<file path="src/rtl/prm_edge_scan_ctrl.sv">
// Edge-obstacle sweep sequencer: issues consecutive edge codes to the checker bank, packs the
// returned mask bits LSB-first into words and streams them out with valid/ready.
module prm_edge_scan_ctrl #(
  parameter int unsigned CODE_W  = 15,
  parameter int unsigned WORD_W  = 32,
  parameter int unsigned CNT_W   = 16,
  parameter int unsigned CHK_LAT = 1
) (
  input  logic              clk,
  input  logic              rst_n,
  input  logic              start,
  input  logic [CODE_W-1:0] base_code,
  input  logic [CNT_W-1:0]  num_codes,
  input  logic              abort,
  output logic              busy,
  output logic              done,
  output logic [CODE_W-1:0] chk_code,
  output logic              chk_vld,
  input  logic              chk_mask,
  output logic [WORD_W-1:0] out_word,
  output logic              out_vld,
  input  logic              out_rdy,
  output logic              out_last,
  output logic [CNT_W-1:0]  blocked_cnt
);

  localparam int unsigned PCNT_W = $clog2(WORD_W + 1);
  localparam int unsigned TOT_W  = $clog2(2 * WORD_W + CHK_LAT + 1);
  localparam logic [PCNT_W-1:0] PackFull = PCNT_W'(WORD_W);
  localparam logic [TOT_W-1:0]  OneWord  = TOT_W'(WORD_W);
  localparam logic [TOT_W-1:0]  TwoWords = TOT_W'(2 * WORD_W);

  typedef enum logic [2:0] {StIdle, StIssue, StDrain, StFlush, StFin} state_e;

  state_e state_q, state_d;

  logic [CODE_W-1:0] next_code_q, next_code_d;
  logic [CODE_W-1:0] chk_code_q, chk_code_d;
  logic              chk_vld_q, chk_vld_d;
  logic [CNT_W-1:0]  num_q, num_d;
  logic [CNT_W-1:0]  idx_q, idx_d;
  logic [CNT_W-1:0]  res_cnt_q, res_cnt_d;
  logic [CNT_W-1:0]  blocked_q, blocked_d;
  logic [CHK_LAT-1:0] lat_q, lat_d;
  logic [WORD_W-1:0] pack_q, pack_d;
  logic [PCNT_W-1:0] pack_cnt_q, pack_cnt_d;
  logic [WORD_W-1:0] hold_q, hold_d;
  logic              out_vld_q, out_vld_d;
  logic              out_last_q, out_last_d;

  logic [TOT_W-1:0]  inflight, total;
  logic [CNT_W-1:0]  idx_inc;
  logic              room_ok, issue, sample, hold_free, move;

  // Bits not yet in the holding register: packed plus still in the checker pipe.
  always_comb begin
    inflight = '0;
    for (int i = 0; i < CHK_LAT; i++) begin
      inflight = inflight + TOT_W'(lat_q[i]);
    end
    total = TOT_W'(pack_cnt_q) + inflight;
  end

  // An empty holding register can absorb one full packer, so a second word of room exists.
  assign room_ok   = (total < OneWord) || (!out_vld_q && (total < TwoWords));
  assign issue     = (state_q == StIssue) && room_ok;
  assign idx_inc   = idx_q + CNT_W'(1);
  assign sample    = lat_q[CHK_LAT-1];
  assign hold_free = !out_vld_q || out_rdy;
  assign move      = hold_free &&
                     ((pack_cnt_q == PackFull) || ((state_q == StFlush) && (pack_cnt_q != '0)));

  always_ff @(posedge clk or negedge rst_n) begin
    if (!rst_n) begin
      state_q <= StIdle;
    end else begin
      state_q <= state_d;
    end
  end

  always_comb begin
    state_d = state_q;
    unique case (state_q)
      StIdle:  if (start) state_d = (num_codes == '0) ? StFin : StIssue;
      StIssue: if (issue && (idx_inc == num_q)) state_d = StDrain;
      StDrain: if (lat_q == '0) state_d = StFlush;
      StFlush: if (out_vld_q && out_rdy && out_last_q) state_d = StFin;
      StFin:   state_d = StIdle;
      default: state_d = StIdle;
    endcase
    if (abort) state_d = StIdle;
  end

  always_comb begin
    busy = (state_q != StIdle);
    done = (state_q == StFin);
  end

  always_comb begin
    next_code_d = next_code_q;
    chk_code_d  = chk_code_q;
    chk_vld_d   = issue;
    num_d       = num_q;
    idx_d       = idx_q;
    res_cnt_d   = res_cnt_q;
    blocked_d   = blocked_q;
    pack_d      = pack_q;
    pack_cnt_d  = pack_cnt_q;
    hold_d      = hold_q;
    out_vld_d   = out_vld_q;
    out_last_d  = out_last_q;

    lat_d[0] = issue;
    for (int i = 1; i < CHK_LAT; i++) begin
      lat_d[i] = lat_q[i-1];
    end

    if (issue) begin
      chk_code_d  = next_code_q;
      next_code_d = next_code_q + CODE_W'(1);
      idx_d       = idx_inc;
    end

    if (out_vld_q && out_rdy) begin
      out_vld_d  = 1'b0;
      out_last_d = 1'b0;
    end

    // A word is final once every requested result has already landed in the packer.
    if (move) begin
      hold_d     = pack_q;
      out_vld_d  = 1'b1;
      out_last_d = (res_cnt_q == num_q);
      pack_d     = '0;
      pack_cnt_d = '0;
    end

    if (sample) begin
      pack_d     = pack_d | (WORD_W'(chk_mask) << pack_cnt_d);
      pack_cnt_d = pack_cnt_d + PCNT_W'(1);
      res_cnt_d  = res_cnt_q + CNT_W'(1);
      if (chk_mask && (blocked_q != '1)) blocked_d = blocked_q + CNT_W'(1);
    end

    if ((state_q == StIdle) && start && !abort) begin
      next_code_d = base_code;
      num_d       = num_codes;
      idx_d       = '0;
      res_cnt_d   = '0;
      blocked_d   = '0;
    end

    if (abort) begin
      chk_vld_d  = 1'b0;
      lat_d      = '0;
      pack_d     = '0;
      pack_cnt_d = '0;
      out_vld_d  = 1'b0;
      out_last_d = 1'b0;
    end
  end

  always_ff @(posedge clk or negedge rst_n) begin
    if (!rst_n) begin
      next_code_q <= '0;
      chk_code_q  <= '0;
      chk_vld_q   <= 1'b0;
      num_q       <= '0;
      idx_q       <= '0;
      res_cnt_q   <= '0;
      blocked_q   <= '0;
      lat_q       <= '0;
      pack_q      <= '0;
      pack_cnt_q  <= '0;
      hold_q      <= '0;
      out_vld_q   <= 1'b0;
      out_last_q  <= 1'b0;
    end else begin
      next_code_q <= next_code_d;
      chk_code_q  <= chk_code_d;
      chk_vld_q   <= chk_vld_d;
      num_q       <= num_d;
      idx_q       <= idx_d;
      res_cnt_q   <= res_cnt_d;
      blocked_q   <= blocked_d;
      lat_q       <= lat_d;
      pack_q      <= pack_d;
      pack_cnt_q  <= pack_cnt_d;
      hold_q      <= hold_d;
      out_vld_q   <= out_vld_d;
      out_last_q  <= out_last_d;
    end
  end

  assign chk_code    = chk_code_q;
  assign chk_vld     = chk_vld_q;
  assign out_word    = hold_q;
  assign out_vld     = out_vld_q;
  assign out_last    = out_last_q;
  assign blocked_cnt = blocked_q;

endmodule
</file>
<file path="config.mk">
export PLATFORM = sky130hd
export DESIGN_NAME = prm_edge_scan_ctrl
export DESIGN_NICKNAME = d
export VERILOG_FILES = /design/src/rtl/prm_edge_scan_ctrl.sv
export SDC_FILE = /design/constraint.sdc
export NUM_CORES = 1
export LEC_CHECK = 0
export CELL_PAD_IN_SITES_DETAIL_PLACEMENT = 0
export CELL_PAD_IN_SITES_GLOBAL_PLACEMENT = 1
export CORE_ASPECT_RATIO = 0.6
export CORE_MARGIN = 4
export CORE_UTILIZATION = 40
export DETAILED_ROUTE_END_ITERATION = 7
export GPL_TIMING_DRIVEN = 0
export PLACE_DENSITY = 0.83
export SYNTH_ARGS = -nofsm -noshare
export SYNTH_HDL_FRONTEND = slang
export SYNTH_SLANG_ARGS = --single-unit
</file>
<file path="constraint.sdc">
create_clock -name clk -period 3.2 [get_ports clk]
set_input_delay 0.64 -clock clk [delete_from_list [all_inputs] [get_ports clk]]
set_output_delay 0.64 -clock clk [all_outputs]
set_load 0.02 [all_outputs]
</file>
==> metrics.md, run 1 <==
| Metric | Value |
|---|---|
| Status | complete, no violations |
| Tot GR Track Use | 19.5% |
| Clock Skew | 0.0173 ns |
| Die area | 0.0228 mm² |
| Via density | 5.22 |
| Top post-synthesis cells by area | dfrtp_1 52%, nand2_1 11%, xor2_1 5.1% |
| Clk sink count | 170 |
| # setup viols final | 0 |
| Leakage dissipation | 4.64 nW |
| Synth Instances | 912 |
| First-pass DRT Iterations | 7 |
| Yosys cell types | 59 |
| Vias in the first global route | 6332 |
| Pwr Total | 5.57 mW |
| Synth top area share | 52.1% |
| Worst slew pin tran | 0.851 ns |
| Syn Area/Cell | 8.96 µm² |
| Total number of vias | 6897 |
| #FFs+latches synth | 170 |
| CTS Root Cell | clkbuf_16 |
| # rows | 40 |
| Cell Area, Synth | 0.00817 mm² |
| Worst-Skew Late Latency | 0.44 ns |
| Share of layout cells above drive strength 1 | 5.24% |
| Max-Cap Viols | 0 |
| Crit path max-delay cell type | nor3_1 |
| RSZ-0062 raised after global routing | no |
| Async SR Flop Fraction | 100% |
| Worst-path cell chain | ha_1 -> nand3_1 -> nor3_1 -> mux2_2 -> and3_1 -> o31ai_1 -> o21ai_1 -> a21oi_1 |
| Syn Nets | 953 |
| Clk slew on worst S/H paths | 0.07 ns |
| Crit share post-route | 91.4% |
| Post-synth EDFFs | 0 |
| Critical path data required time | 3.55 ns |
| Wire length per cell | 16.6 µm |
| Ports | 105 |
| Remaining Overflow, GRT | 0 |
| Residual DRC | 0 |
| Hold-fix buffers, CTS | 0 |
| Effective utilization at floorplan | 40.8% |
| Setup TNS | 0 ns |
| Worst setup margin | 0.276 ns |
| Area grow syn2layout | 24.8% |
| Crit. End Element | register |
| Setup CP Type | register to register |
| Max-slew headroom | 42.8% |
| Slowest cell delay on critical path | 0.48 ns |
| CTS Buf Count | 17 |
| Critical Path AT | 3.27 ns |
| Fmax | 0.342 GHz |
| CTS resizes | 0 |
| Fin crit period | 2.92 ns |
| N_diodes | 0 |
| Hold Crit Class | primary input to asynchronous set/reset pin |
| Initial antenna violation count | 0 |
| Max clock buf depth | 2 |
| Setup Buffers After CTS | 0 |
| H-tree depth | 4 |
| Core Util, Final | 50.9% |
| Nets | 1077 |
| Die height | 119 µm |
| Pin count of the biggest net entering global routing | 100 |
| Peak supply drop | 419 µV |
| DP HPWL | 15.9 mm |
| Top post-synthesis cells by count | 249 x nand2_1, 170 x dfrtp_1, 96 x nor2_1 |
| Die width | 192 µm |
| Fin. Hold Viols | 0 |
| Register area share after synthesis | 52.1% |
| Critical path startpoint category | register |
| Most numerous cell in the Yosys netlist | nand2_1 |
| DRT Wirelength | 21.9 mm |
| Synth area leader | dfrtp_1 |
| Buffers on Ports | 104 |
| Post-synth top flop | dfrtp_1 |
| CTS tree | yes |
| PwrDens | 546 mW/mm² |
| Global-route wire length before repair | 35.1 mm |
| Ys Warns | 0 |
| First DRT Iteration DRCs | 458 |
| Pre-CTS WS | -0.114 ns |
| Number of routed nets with antenna violations | 0 |
| Routability congestion estimate | 0.910 |
| Crit path max fanout | 8 |
| Slew Limit Fails | 0 |
| Core outline area | 0.0200 mm² |
[flip-flops by register name, indices dropped and copies added (netlist names)]
signal,cells
out_word,32
pack_q,32
blocked_cnt,16
idx_q,16
num_q,16
res_cnt_q,16
chk_code,15
next_code_q,15
pack_cnt_q,6
state_q,3
lat_q,1
out_last,1
out_vld,1
[per-layer routing]
layer	GRT usage [%]	wire [µm]
met2	23.9	8190
met1	32.7	11900
met3	5.73	1640
met4	4.50	205
met5	0	0
[path summary, 6_finish.rpt]
kind	startpoint	endpoint	cells after the start	slack, ns
setup / recovery	idx_q[0]	state_q[0]	8	0.28
hold / removal	rst_n	idx_q[13]	1	0.15
setup reg to reg	idx_q[0]	state_q[0]	8	0.28
hold reg to reg	pack_q[17]	out_word[17]	2	0.46
max in group asynchronous	rst_n	idx_q[7]	2	2.17
min in group clk	pack_q[17]	out_word[17]	2	0.46
[layout by cell type (no fill, tap or decap), types with 3 or more instances in the layout]
| cell | netlist | final |
|---|---|---|
| a22oi_1 | 4 | 4 |
| o22ai_1 | 3 | 3 |
| a21oi_1 | 24 | 24 |
| nor3_1 | 12 | 12 |
| or3_1 | 5 | 5 |
| nand4_1 | 17 | 17 |
| clkbuf_16 | 0 | 17 |
| a31oi_1 | 4 | 4 |
| and2_1 | 5 | 5 |
| clkdlybuf4s50_1 | 0 | 103 |
| a22o_1 | 5 | 5 |
| nor2b_1 | 6 | 6 |
| nand2_1 | 249 | 249 |
| nand3_1 | 24 | 24 |
| nand2b_1 | 5 | 5 |
| a211oi_1 | 4 | 4 |
| and3_1 | 12 | 12 |
| ha_1 | 4 | 4 |
| o2111ai_1 | 3 | 3 |
| nor3b_1 | 5 | 4 |
| xor2_1 | 48 | 48 |
| and4_1 | 10 | 10 |
| xnor2_1 | 24 | 24 |
| inv_6 | 0 | 6 |
| o31ai_1 | 8 | 8 |
| nor4_1 | 12 | 12 |
| clkbuf_1 | 37 | 37 |
| inv_1 | 9 | 9 |
| buf_1 | 6 | 6 |
| dfrtp_1 | 170 | 170 |
| buf_2 | 7 | 7 |
| o21ai_0 | 48 | 48 |
| nor2_1 | 96 | 96 |
| nand3b_1 | 3 | 3 |
| o211ai_1 | 3 | 3 |
| a32oi_1 | 5 | 5 |
| mux2i_1 | 3 | 3 |
[area by class of cell]
type,instances,area (µm²)
fillers,1895,9820
flip-flops and latches,170,4250
multi-input cells,683,3690
repair buffers,105,1070
clock buffers,19,453
well taps,273,342
plain buffers,50,196
clock inverters,13,153
inverters,9,33.8
[power by group]
part           switching (mW)  internal [mW]
clock                   0.931           1.21
sequential              0.187           2.33
combinational           0.524          0.381
[kinds of logic (layout without fill, tap and decap cells)]
kind of cell | Yosys count | count (layout) | synth area share (%)
simple gates | 475 | 475 | 26.4
flops | 170 | 170 | 52.1
compound gates | 128 | 128 | 9.91
xor+xnor | 72 | 72 | 7.72
buf+inv | 59 | 196 | 2.82
fa+ha+maj | 4 | 4 | 0.613
mux | 4 | 4 | 0.505
[metrics by stage]
step	cells	cell area, µm²	hold slack (ns)
after global routing	1322	10200	0.191
after detailed placement	1290	9580	0.451
final	1322	10200	0.148
after CTS	1322	10200	0.172
after floorplan	912	8170	0.344
after global placement	1289	9550	0.452
[critical path: cells and delay by family (launching register included)]
kind / cells / cell delay (ns)
flops: 1 / 0.46
compound gates: 3 / 0.64
fa+ha+maj: 1 / 0.34
mux: 1 / 0.39
simple gates: 3 / 1.00
No activity file was read; power rests on OpenSTA's default activity.
==> run 2, diff against run 1 <==
- CAP_MARGIN: unset -> 30
==> run 2 against run 1 <==
Net effect:
- sequential share of layout area up 0.23 points
- die area did not move
- cell count unchanged
- clock skew fell by 0.0069 ns
- sequential power is essentially flat
- fmax rose by 2.5%
- setup slack better by 0.071 ns
- total power shrank 3.5%
- routed wire length up 1.0%
- clock power decreased by 9.3%
- critical path type unchanged
- largest power group unchanged
==> metrics.md, run 2 (synthesized netlist as in run 1, its figures left out) <==
| Metric | Value |
|---|---|
| Slew Limit Fails | 0 |
| Fmax | 0.351 GHz |
| Max-slew headroom | 39.1% |
| RSZ-0062 raised after global routing | no |
| DRT Wirelength | 22.1 mm |
| Remaining Overflow, GRT | 0 |
| Hold-fix buffers, CTS | 0 |
| Clk slew on worst S/H paths | 0.07 ns |
| Critical path startpoint category | register |
| Peak supply drop | 393 µV |
| First DRT Iteration DRCs | 497 |
| Crit share post-route | 89.1% |
| Pin count of the biggest net entering global routing | 100 |
| CTS tree | yes |
| Tot GR Track Use | 19.6% |
| Final Non-Filler Cells | 1322 |
| Fill cells | 1902 |
| Worst setup margin | 0.348 ns |
| Max clock buf depth | 2 |
| Number of routed nets with antenna violations | 0 |
| Inst Count DP | 1291 |
| Most frequent cells in the layout | 249 x nand2_1, 170 x dfrtp_1, 103 x clkdlybuf4s50_1, 96 x nor2_1 |
| Clk sink count | 170 |
| Worst slew pin tran | 0.907 ns |
| First-pass DRT Iterations | 5 |
| Critical Path AT | 3.20 ns |
| Die height | 119 µm |
| Fin. Hold Viols | 0 |
| Crit. End Element | register |
| DP HPWL | 16.0 mm |
| Critical path data required time | 3.55 ns |
| Max-Cap Viols | 0 |
| CTS Root Cell | clkbuf_16 |
| Via density | 5.25 |
| Nets | 1078 |
| Effective utilization at floorplan | 40.8% |
| Share of layout cells above drive strength 1 | 5.15% |
| Total number of vias | 6944 |
| CTS Buf Count | 17 |
| Die area | 0.0228 mm² |
| Fin crit period | 2.85 ns |
| Crit path max fanout | 8 |
| Area grow syn2layout | 24.1% |
| Worst-Skew Late Latency | 0.43 ns |
| Die width | 192 µm |
| Initial antenna violation count | 0 |
| Core outline area | 0.0200 mm² |
| Setup Buffers After CTS | 0 |
| Global-route wire length before repair | 35.6 mm |
| Residual DRC | 0 |
| H-tree depth | 4 |
| # rows | 40 |
| Leakage dissipation | 4.60 nW |
| PwrDens | 530 mW/mm² |
| Wire length per cell | 16.7 µm |
| Commonest non-fill, non-tap cell in the layout | nand2_1 |
| Setup CP Type | register to register |
| Clock Skew | 0.0104 ns |
| # setup viols final | 0 |
| Vias in the first global route | 6449 |
| Ports | 105 |
| Buffers on Ports | 104 |
| Routability congestion estimate | 0.910 |
| Pre-CTS WS | 0.340 ns |
| Status | complete, no violations |
| N_diodes | 0 |
| Hold Crit Class | primary input to asynchronous set/reset pin |
==> run 2: cell type report <==
type | instances | area [µm²] | area share (%)
flip-flops and latches | 170 | 4250 | 42.0
multi-input cells | 683 | 3690 | 36.4
repair buffers | 106 | 1080 | 10.6
clock buffers | 20 | 457 | 4.50
well taps | 273 | 342 | 3.37
plain buffers | 50 | 196 | 1.94
clock inverters | 11 | 87.6 | 0.864
inverters | 9 | 33.8 | 0.333
==> run 2: what timing repair did <==
item,4_1_cts,5_1_grt
endpoints found under the hold margin,0,0
gates resized for setup,0,1
setup endpoints to repair,0,2
==> run 2: path summary, 6_finish.rpt <==
check                           slack, ns        from  cells after the start            to
worst max-delay path                 0.35    idx_q[0]                      8    state_q[0]
worst min-delay path                 0.16       rst_n                      1     idx_q[13]
worst max register to register       0.35    idx_q[0]                      8    state_q[0]
worst min register to register       0.47  pack_q[21]                      2  out_word[21]
max in group asynchronous            2.15       rst_n                      2    pack_q[22]
min in group clk                     0.47  pack_q[21]                      2  out_word[21]
==> run 2: per-stage QoR <==
stage / utilization [%] / TNS (ns) / power (mW) / hold WS, ns / cell area [µm²]
2_1_floorplan: - / 0 / 3.04 / 0.344 / 8170
3_3_place_gp: 47.7 / -969.39 / 3.44 / 0.452 / 9550
3_5_place_dp: 47.9 / 0 / 3.45 / 0.452 / 9590
4_1_cts: 50.6 / 0 / 5.41 / 0.191 / 10100
5_1_grt: 50.6 / 0 / 5.62 / 0.210 / 10100
6_report: 50.6 / 0 / 5.37 / 0.158 / 10100
==> run 2: per-layer routing <==
metal	wire length, µm	global-route usage, %	part of all wire (%)
met5	0	0	0
met4	213	4.63	0.96
met3	1350	4.22	6.1
met2	8460	24.5	38
met1	12100	33.4	55
==> run 2: critical path, cell delays in order (launching register included) <==
cell	delay (ns)
dfrtp_1	0.46
ha_1	0.35
nand3_1	0.35
nor3_2	0.39
mux2_2	0.38
and3_1	0.18
o31ai_1	0.37
o21ai_1	0.13
a21oi_1	0.17
==> run 2: where the power goes <==
group / total, mW / internal, mW / switching, mW
clock network: 1.95 / 1.04 / 0.903
registers: 2.52 / 2.33 / 0.190
logic: 0.907 / 0.381 / 0.526
==> run 3, diff against run 2 <==
- SLEW_MARGIN: unset -> 20
==> run 3 against run 2 <==
Net effect:
- register-to-register slack barely moved
- sequential share of layout area decreased by 0.12 points
- fmax rose by 0.32%
==> metrics.md, run 3 (synthesized netlist as in run 1, its figures left out) <==
| Metric | Value |
|---|---|
| Core outline area | 0.0200 mm² |
| Die width | 192 µm |
| Residual DRC | 0 |
| Max-Cap Viols | 0 |
| Die area | 0.0228 mm² |
| Pre-CTS WS | 0.375 ns |
| Critical path data required time | 3.57 ns |
| Critical path startpoint category | register |
| Post-placement cell area | 0.00959 mm² |
| Hold Crit Class | primary input to asynchronous set/reset pin |
| PwrDens | 537 mW/mm² |
| Area grow syn2layout | 24.5% |
| Pin count of the biggest net entering global routing | 96 |
| Fin crit period | 2.84 ns |
| CTS Root Cell | clkbuf_16 |
| Slowest cell delay on critical path | 0.59 ns |
| Max-slew headroom | 36.0% |
| Tot GR Track Use | 19.6% |
| Slew Limit Fails | 0 |
| CTS tree | yes |
| Via density | 5.21 |
| Clk sink count | 170 |
| First DRT Iteration DRCs | 458 |
| Most frequent cells in the layout | 249 x nand2_1, 170 x dfrtp_1, 103 x clkdlybuf4s50_1, 96 x nor2_1 |
| Pwr Total | 5.46 mW |
| Worst slew pin tran | 0.953 ns |
| Routability congestion estimate | 0.910 |
| Top cell by count, worst path | clkbuf_1 |
| DP HPWL | 16.0 mm |
| # rows | 40 |
| Crit. End Element | register |
| Clk slew on worst S/H paths | 0.07 ns |
| Global-route wire length before repair | 35.5 mm |
| Setup TNS | 0 ns |
| R2r setup slk | 0.36 ns |
| Crit share post-route | 88.9% |
| Vias in the first global route | 6437 |
| Die height | 119 µm |
| # setup viols final | 0 |
| Commonest non-fill, non-tap cell in the layout | nand2_1 |
| Nets | 1078 |
| CP top delay family | buffers and inverters |
| Crit path max fanout | 10 |
| Buffers on Ports | 104 |
| Reg2Reg Depth | 8 |
| First-pass DRT Iterations | 5 |
| Worst r2r src | state_q[1] |
| Effective utilization at floorplan | 40.8% |
| Wire length per cell | 16.7 µm |
| Max clock buf depth | 2 |
| Worst setup margin | 0.357 ns |
| Fin. Hold Viols | 0 |
| Final Non-Filler Cells | 1323 |
| N_diodes | 0 |
| Worst-Skew Late Latency | 0.43 ns |
| Number of routed nets with antenna violations | 0 |
| Setup Buffers After CTS | 0 |
| Clock Skew | 0.0105 ns |
| Crit path max-delay cell type | clkbuf_1 |
| Fmax | 0.352 GHz |
| Initial antenna violation count | 1 |
| RSZ-0062 raised after global routing | no |
| Total number of vias | 6891 |
| Setup CP Type | register to register |
| Design area | 0.0102 mm² |
| Ports | 105 |
| Share of layout cells above drive strength 1 | 5.14% |
| Worst-path cell chain | clkbuf_1 -> nor3b_1 -> and3_1 -> clkbuf_1 -> clkbuf_1 -> clkbuf_1 -> nand2_1 -> nand2_1 |
| Inst Count DP | 1291 |
| H-tree depth | 4 |
| Peak supply drop | 392 µV |
| Critical path buffers and inverters | 4 |
| Critical Path AT | 3.22 ns |
| DRT Wirelength | 22.1 mm |
| CTS Buf Count | 17 |
| Fill cells | 1876 |
| Leakage dissipation | 4.62 nW |
| Remaining Overflow, GRT | 0 |
| Status | complete, no violations |
| FF-to-FF End | chk_code[3] |
run 3: power breakdown:
group,switching [mW],internal (mW)
Clock,0.909,1.13
Combinational,0.524,0.381
Sequential,0.189,2.33
Total,1.62,3.84
run 3: final cells by class:
class                           count  area (µm²)  area share [%]
Sequential cell                   170        4250            41.8
Tap cell                          273         342            3.36
Multi-Input combinational cell    683        3690            36.3
Buffer                             50         196            1.93
Timing Repair Buffer              106        1080            10.6
Clock inverter                     11         113            1.11
Inverter                            9        33.8           0.332
Clock buffer                       21         460            4.53
run 3: how the worst max path moves through the flow:
stage          startpoint              to  slack, ns  cells past startpoint
3_3_place_gp        rst_n  blocked_cnt[8]      -5.71                      1
2_1_floorplan    idx_q[0]      state_q[1]       0.87                      8
4_1_cts          idx_q[0]      state_q[0]       0.28                      8
3_5_place_dp     idx_q[0]      state_q[0]       0.37                      8
5_1_grt             lat_q        idx_q[7]       0.12                      9
6_report       state_q[1]     chk_code[3]       0.36                      8
run 3: what timing repair did:
item,CTS,global route
gates resized for setup,0,1
endpoints found under the hold margin,0,0
hold buffers,0,0
setup endpoints to repair,0,1
run 3: worst reg2reg max path, stage by stage, from the launching register on:
cell and delay, ns:
dfrtp_1 0.36, clkbuf_1 0.19, nor3b_1 0.44, and3_1 0.24
clkbuf_1 0.30, clkbuf_1 0.59, clkbuf_1 0.45, nand2_1 0.15
nand2_1 0.08
run 3: routing by layer:
metal  global-route usage, %  share of wire, %
met5                       0             0.059
met4                    4.54              0.83
met3                    5.02               6.4
met2                    24.3                38
met1                    33.2                55
run 3: stage by stage:
stage / util (%) / hold slack (ns)
CTS: 50.8 / 0.202
global placement: 47.7 / 0.452
floorplan: - / 0.344
finish: 50.8 / 0.164
global route: 50.8 / 0.215
detailed placement: 47.9 / 0.451
==> edit 1, RTL diff (flow settings as in run 1) <==
Make the reset (`rst_n`) synchronous in 2 clocked blocks.
--- a/src/rtl/prm_edge_scan_ctrl.sv
+++ b/src/rtl/prm_edge_scan_ctrl.sv
@@ -70,7 +70,7 @@
   assign move      = hold_free &&
                      ((pack_cnt_q == PackFull) || ((state_q == StFlush) && (pack_cnt_q != '0)));
 
-  always_ff @(posedge clk or negedge rst_n) begin
+  always_ff @(posedge clk) begin
     if (!rst_n) begin
       state_q <= StIdle;
     end else begin
@@ -160,7 +160,7 @@
     end
   end
 
-  always_ff @(posedge clk or negedge rst_n) begin
+  always_ff @(posedge clk) begin
     if (!rst_n) begin
       next_code_q <= '0;
       chk_code_q  <= '0;
Check against the original RTL: differs if rst_n is asserted again (counterexample within 4 cycles, from zero or initial values and one cycle with rst_n low); with rst_n held inactive, the same outputs for 10 cycles.
==> edit 1 against run 1 <==
- sequential cell count unchanged
- setup slack improved by 0.21 ns
- cell area decreased by 7.9%
- clock skew decreased by 0.0041 ns
- area after synthesis decreased by 8.6%
- utilization increased by 0.62 points
- wire length decreased by 4.0%
- fmax increased by 7.9%
- critical endpoint is now pack_q[31]
Power is not compared: it rests on default switching activity, and its combinational part moved more than twofold at a synthesized area within 25%.
==> edit 1: results (changes against run 1) <==
The run finished with clean final reports. The number of nets in the finished design came out at 1052 (was 1077). The fraction of layout instances using a drive strength above 1 was 7.031% (was 5.243%). The run gives 21.00 mm (was 21.88 mm) as the final wirelength.

The pin count of the biggest net entering global routing was 19 (was 100). The run gives 0.9239 (was 0.9098) as the last weighted congestion value of the routability-driven placer. The layout buffering overhead excluding clock cells came out at 13.50% (was 12.46%). The launching point of the worst reg2reg path was idx_q[0] (unchanged). The number of global-route vias before repair came out at 6076 (was 6332).

The run gives 888 (was 912) as the instance count of the mapped netlist. The detailed-routing iteration count for the pre-antenna-repair pass was 5 (was 7). The initial antenna violation count is 1 (was 0), and the delay of the slowest cell on the worst path is 0.63 ns (was 0.48 ns). For the final-layout fill cell count, the log shows 1702 (was 1895).

The distinct cell type count of the synthesized netlist is 65 (was 59), and the net count after synthesis is 929 (was 953). The wire length per cell after detailed routing was 16.62 µm (was 16.55 µm); the sequential cell area was 3403 µm² (was 4254 µm²). The clock skew was 0.01317 ns (was 0.01727 ns); the post-synthesis sequential area ratio was 45.58% (was 52.08%). Ranking of synthesized cells by instance count: sky130_fd_sc_hd__nand2_1 (180), sky130_fd_sc_hd__dfxtp_1 (170), sky130_fd_sc_hd__nor2_1 (81) (was sky130_fd_sc_hd__nand2_1 (249), sky130_fd_sc_hd__dfrtp_1 (170), sky130_fd_sc_hd__nor2_1 (96)). The proportion of synthesized flip-flops having asynchronous set or reset is 0% (was 100.0%). The number of non-clock inverters in the layout is 10 (was 9), and the area of placed instances is 8808 µm² (was 9584 µm²). For the multi-input combinational cell count, the log shows 657 (was 683). Area growth from synthesis to final layout: 25.70% (was 24.80%).
## edit 1: changes by cell type after synthesis, moves of 12 or more
cell	before	now
sky130_fd_sc_hd__a21oi_1	24	80
sky130_fd_sc_hd__a22o_1	5	20
sky130_fd_sc_hd__clkbuf_1	37	25
sky130_fd_sc_hd__dfrtp_1	170	0
sky130_fd_sc_hd__dfxtp_1	0	170
sky130_fd_sc_hd__nand2_1	249	180
sky130_fd_sc_hd__nor2_1	96	81
sky130_fd_sc_hd__o21ai_0	48	19
sky130_fd_sc_hd__xnor2_1	24	53
## edit 1: layer usage
metal  global-route usage [%]  part of all wire, %
met1                    33.23                   54
met2                    26.12                   37
met3                    4.493                  7.4
met4                    4.481                 0.73
met5                        0                0.062
## edit 1: kinds of logic after synthesis
family,count (synthesis),share of synthesized area (%)
simple gates,392,24.70
flops,170,45.58
compound gates,168,14.58
xor+xnor,91,10.67
buf+inv,61,3.535
fa+ha+maj,4,0.6703
mux,2,0.2681
## edit 1: where the power goes
group / switching (mW) / internal (mW) / leakage [nW]
Combinational: 0.152 / 0.117 / 1.50
Clock: 0.996 / 1.04 / 0.274
Sequential: 0.0400 / 2.14 / 1.37
Total: 1.19 / 3.30 / 3.15
## edit 1: worst max-delay path by stage
stage	start	slack, ns	endpoint	cells past startpoint
3_5_place_dp	rst_n	0.13	pack_q[27]	6
6_report	rst_n	0.49	pack_q[31]	6
5_1_grt	rst_n	0.39	pack_q[31]	6
4_1_cts	rst_n	0.57	pack_q[31]	6
3_3_place_gp	rst_n	0.08	pack_q[27]	6
2_1_floorplan	state_q[1]	1.21	idx_q[11]	8
==> edit 2, RTL diff (settings of run 1) <==
Without the edit above. `CHK_LAT`: 1 -> 2.
--- a/src/rtl/prm_edge_scan_ctrl.sv
+++ b/src/rtl/prm_edge_scan_ctrl.sv
@@ -4,7 +4,7 @@
   parameter int unsigned CODE_W  = 15,
   parameter int unsigned WORD_W  = 32,
   parameter int unsigned CNT_W   = 16,
-  parameter int unsigned CHK_LAT = 1
+  parameter int unsigned CHK_LAT = 2
 ) (
   input  logic              clk,
   input  logic              rst_n,
Check against the original RTL: not equivalent (a bounded check fails within 4 cycles, from zero or initial values and one cycle with rst_n low).
==> edit 2 against run 1 <==
- first-iteration DRC count rose by 34%
- wire length rose by 6.9%
- clock power fell by 7%
- global-route usage rose by 0.97 points
- highest routed layer is now met5
- sequential cell count rose by 1
- synthesized cell count rose by 3.3%
- fmax rose by 17%
- clock skew fell by 0.0090 ns
- power fell by 4.2%
- cell area rose by 2.4%
- setup slack improved by 0.43 ns
- area after synthesis rose by 3.7%
- sequential power barely moved
- cell count rose by 2.2%
==> edit 2: results (changes against run 1) <==
For the worst setup timing slack at the placement stage, the log shows 0.2693 ns (was -0.1138 ns). The wire length per cell after detailed routing came out at 17.31 µm (was 16.55 µm). The static leakage was 4.666 nW (was 4.635 nW); the initial antenna violation count was 1 (was 0). The combined global-route utilization of all metal layers is 20.50% (was 19.53%).

The number of nets in the finished design was 1107 (was 1077); the per-cell via count in the routed design was 5.340 (was 5.217). The detailed-routing iteration count for the pre-antenna-repair pass is 6 (was 7), and the post-synthesis sequential area ratio is 50.51% (was 52.08%). The clock root buffer was sky130_fd_sc_hd__clkbuf_16 (unchanged). Number of I/O port buffers: 103 (was 104). The final-layout fill cell count came out at 1920 (was 1895). The cell with the largest stage delay on the worst path was sky130_fd_sc_hd__clkdlybuf4s50_1 (was sky130_fd_sc_hd__nor3_1). Area of placed instances: 9877 µm² (was 9584 µm²).

The critical path startpoint was state_q[1] (was idx_q[0]). The net count after synthesis is 984 (was 953). The fraction of layout instances using a drive strength above 1 was 7.978% (was 5.243%). Ranking of synthesized cells by instance count: sky130_fd_sc_hd__nand2_1 (242), sky130_fd_sc_hd__dfrtp_1 (171), sky130_fd_sc_hd__nor2_1 (108) (was sky130_fd_sc_hd__nand2_1 (249), sky130_fd_sc_hd__dfrtp_1 (170), sky130_fd_sc_hd__nor2_1 (96)). Post-synthesis sequential element count: 171 (was 170). The maximum VDD drop was 0.3961 mV (was 0.4190 mV). The flow ran to the end, and the final reports show no timing, DRC or antenna violations. The met1 track demand over resource in global routing came out at 32.80% (was 32.66%). Dominant cells by area after synthesis: sky130_fd_sc_hd__dfrtp_1 (51%), sky130_fd_sc_hd__nand2_1 (11%), sky130_fd_sc_hd__nor2_1 (4.8%), sky130_fd_sc_hd__xnor2_1 (3.8%), sky130_fd_sc_hd__xor2_1 (3.3%) (was sky130_fd_sc_hd__dfrtp_1 (52%), sky130_fd_sc_hd__nand2_1 (11%), sky130_fd_sc_hd__xor2_1 (5.1%), sky130_fd_sc_hd__nor2_1 (4.4%), sky130_fd_sc_hd__o21ai_0 (2.9%)). The gate family responsible for the most delay along the worst path is buffers and inverters (was simple AND/OR/NAND/NOR gates). The run gives 6.711% (was 5.726%) as the met3 capacity usage during global routing. The pin count of the biggest net entering global routing came out at 88 (was 100).

Number of global-route vias before repair: 6968 (was 6332). The launching point of the worst reg2reg path is lat_q[0] (was idx_q[0]). The distinct cell type count of the synthesized netlist came out at 68 (was 59).

The first-pass GRT wire length came out at 38.35 mm (was 35.09 mm). The last weighted congestion value of the routability-driven placer is 0.8318 (was 0.9098), and the delay of the slowest cell on the worst path is 0.61 ns (was 0.48 ns). The global-route met2 utilization was 26.34% (was 23.92%); the post-DP HPWL was 17.10 mm (was 15.92 mm). The data arrival time at the worst-slack endpoint came out at 1.85 ns (was 3.27 ns).
-- edit 2: cell families after synthesis --
group,Yosys count,share of synthesized area [%]
AOI/OAI and AO/OA,137,10.35
and+or+nand+nor,491,26.84
buffers and inverters,63,3.722
DFF,171,50.51
xor gates and xnor gates,69,7.133
muxes,5,0.5908
adders and majority gates,6,0.8566
-- edit 2: power breakdown --
| group | switching [mW] | leakage, nW | total [mW] | internal, mW |
|---|---|---|---|---|
| sequential | 0.177 | 2.30 | 2.50 | 2.32 |
| clock | 0.902 | 0.266 | 2.00 | 1.09 |
| combinational | 0.475 | 2.10 | 0.836 | 0.361 |
-- edit 2: path summary, 6_finish.rpt --
kind	to	depth (start not counted)	slack (ns)
worst min register to register	out_word[6]	2	0.47
max in group asynchronous	out_word[4]	2	2.14
worst max-delay path	done	3	0.71
worst min-delay path	idx_q[9]	1	0.19
min in group clk	out_word[6]	2	0.47
worst max register to register	idx_q[8]	8	0.72
-- edit 2: area by class of cell --
class | instances | area [µm²] | area share [%]
buffer | 53 | 277.8 | 2.661
clock buffer | 19 | 442.9 | 4.243
clock inverter | 13 | 118.9 | 1.139
multi-input combinational | 708 | 3877 | 37.14
tap | 273 | 341.6 | 3.272
sequential | 171 | 4279 | 40.99
timing repair buffer | 104 | 1064 | 10.19
inverter | 10 | 37.54 | 0.3596
-- edit 2: metrics by stage --
step           hold slack, ns  TNS, ns  cells  util [%]  power, mW
5_1_grt                0.2481        0   1351     51.12      5.586
3_3_place_gp           0.4586  -995.09   1318     48.21      3.345
4_1_cts                0.2243        0   1351     51.12      5.370
3_5_place_dp           0.4616        0   1319     48.37      3.362
6_report               0.1868        0   1351     51.12      5.329
2_1_floorplan          0.3444        0    942         -      2.988
-- edit 2: routing by layer --
metal | wire [µm] | up-vias
met3 | 1849 | 21
met5 | 13 | -
met4 | 187 | 2
met1 | 12500 | 3497
met2 | 8832 | 232
li1 | - | 3462
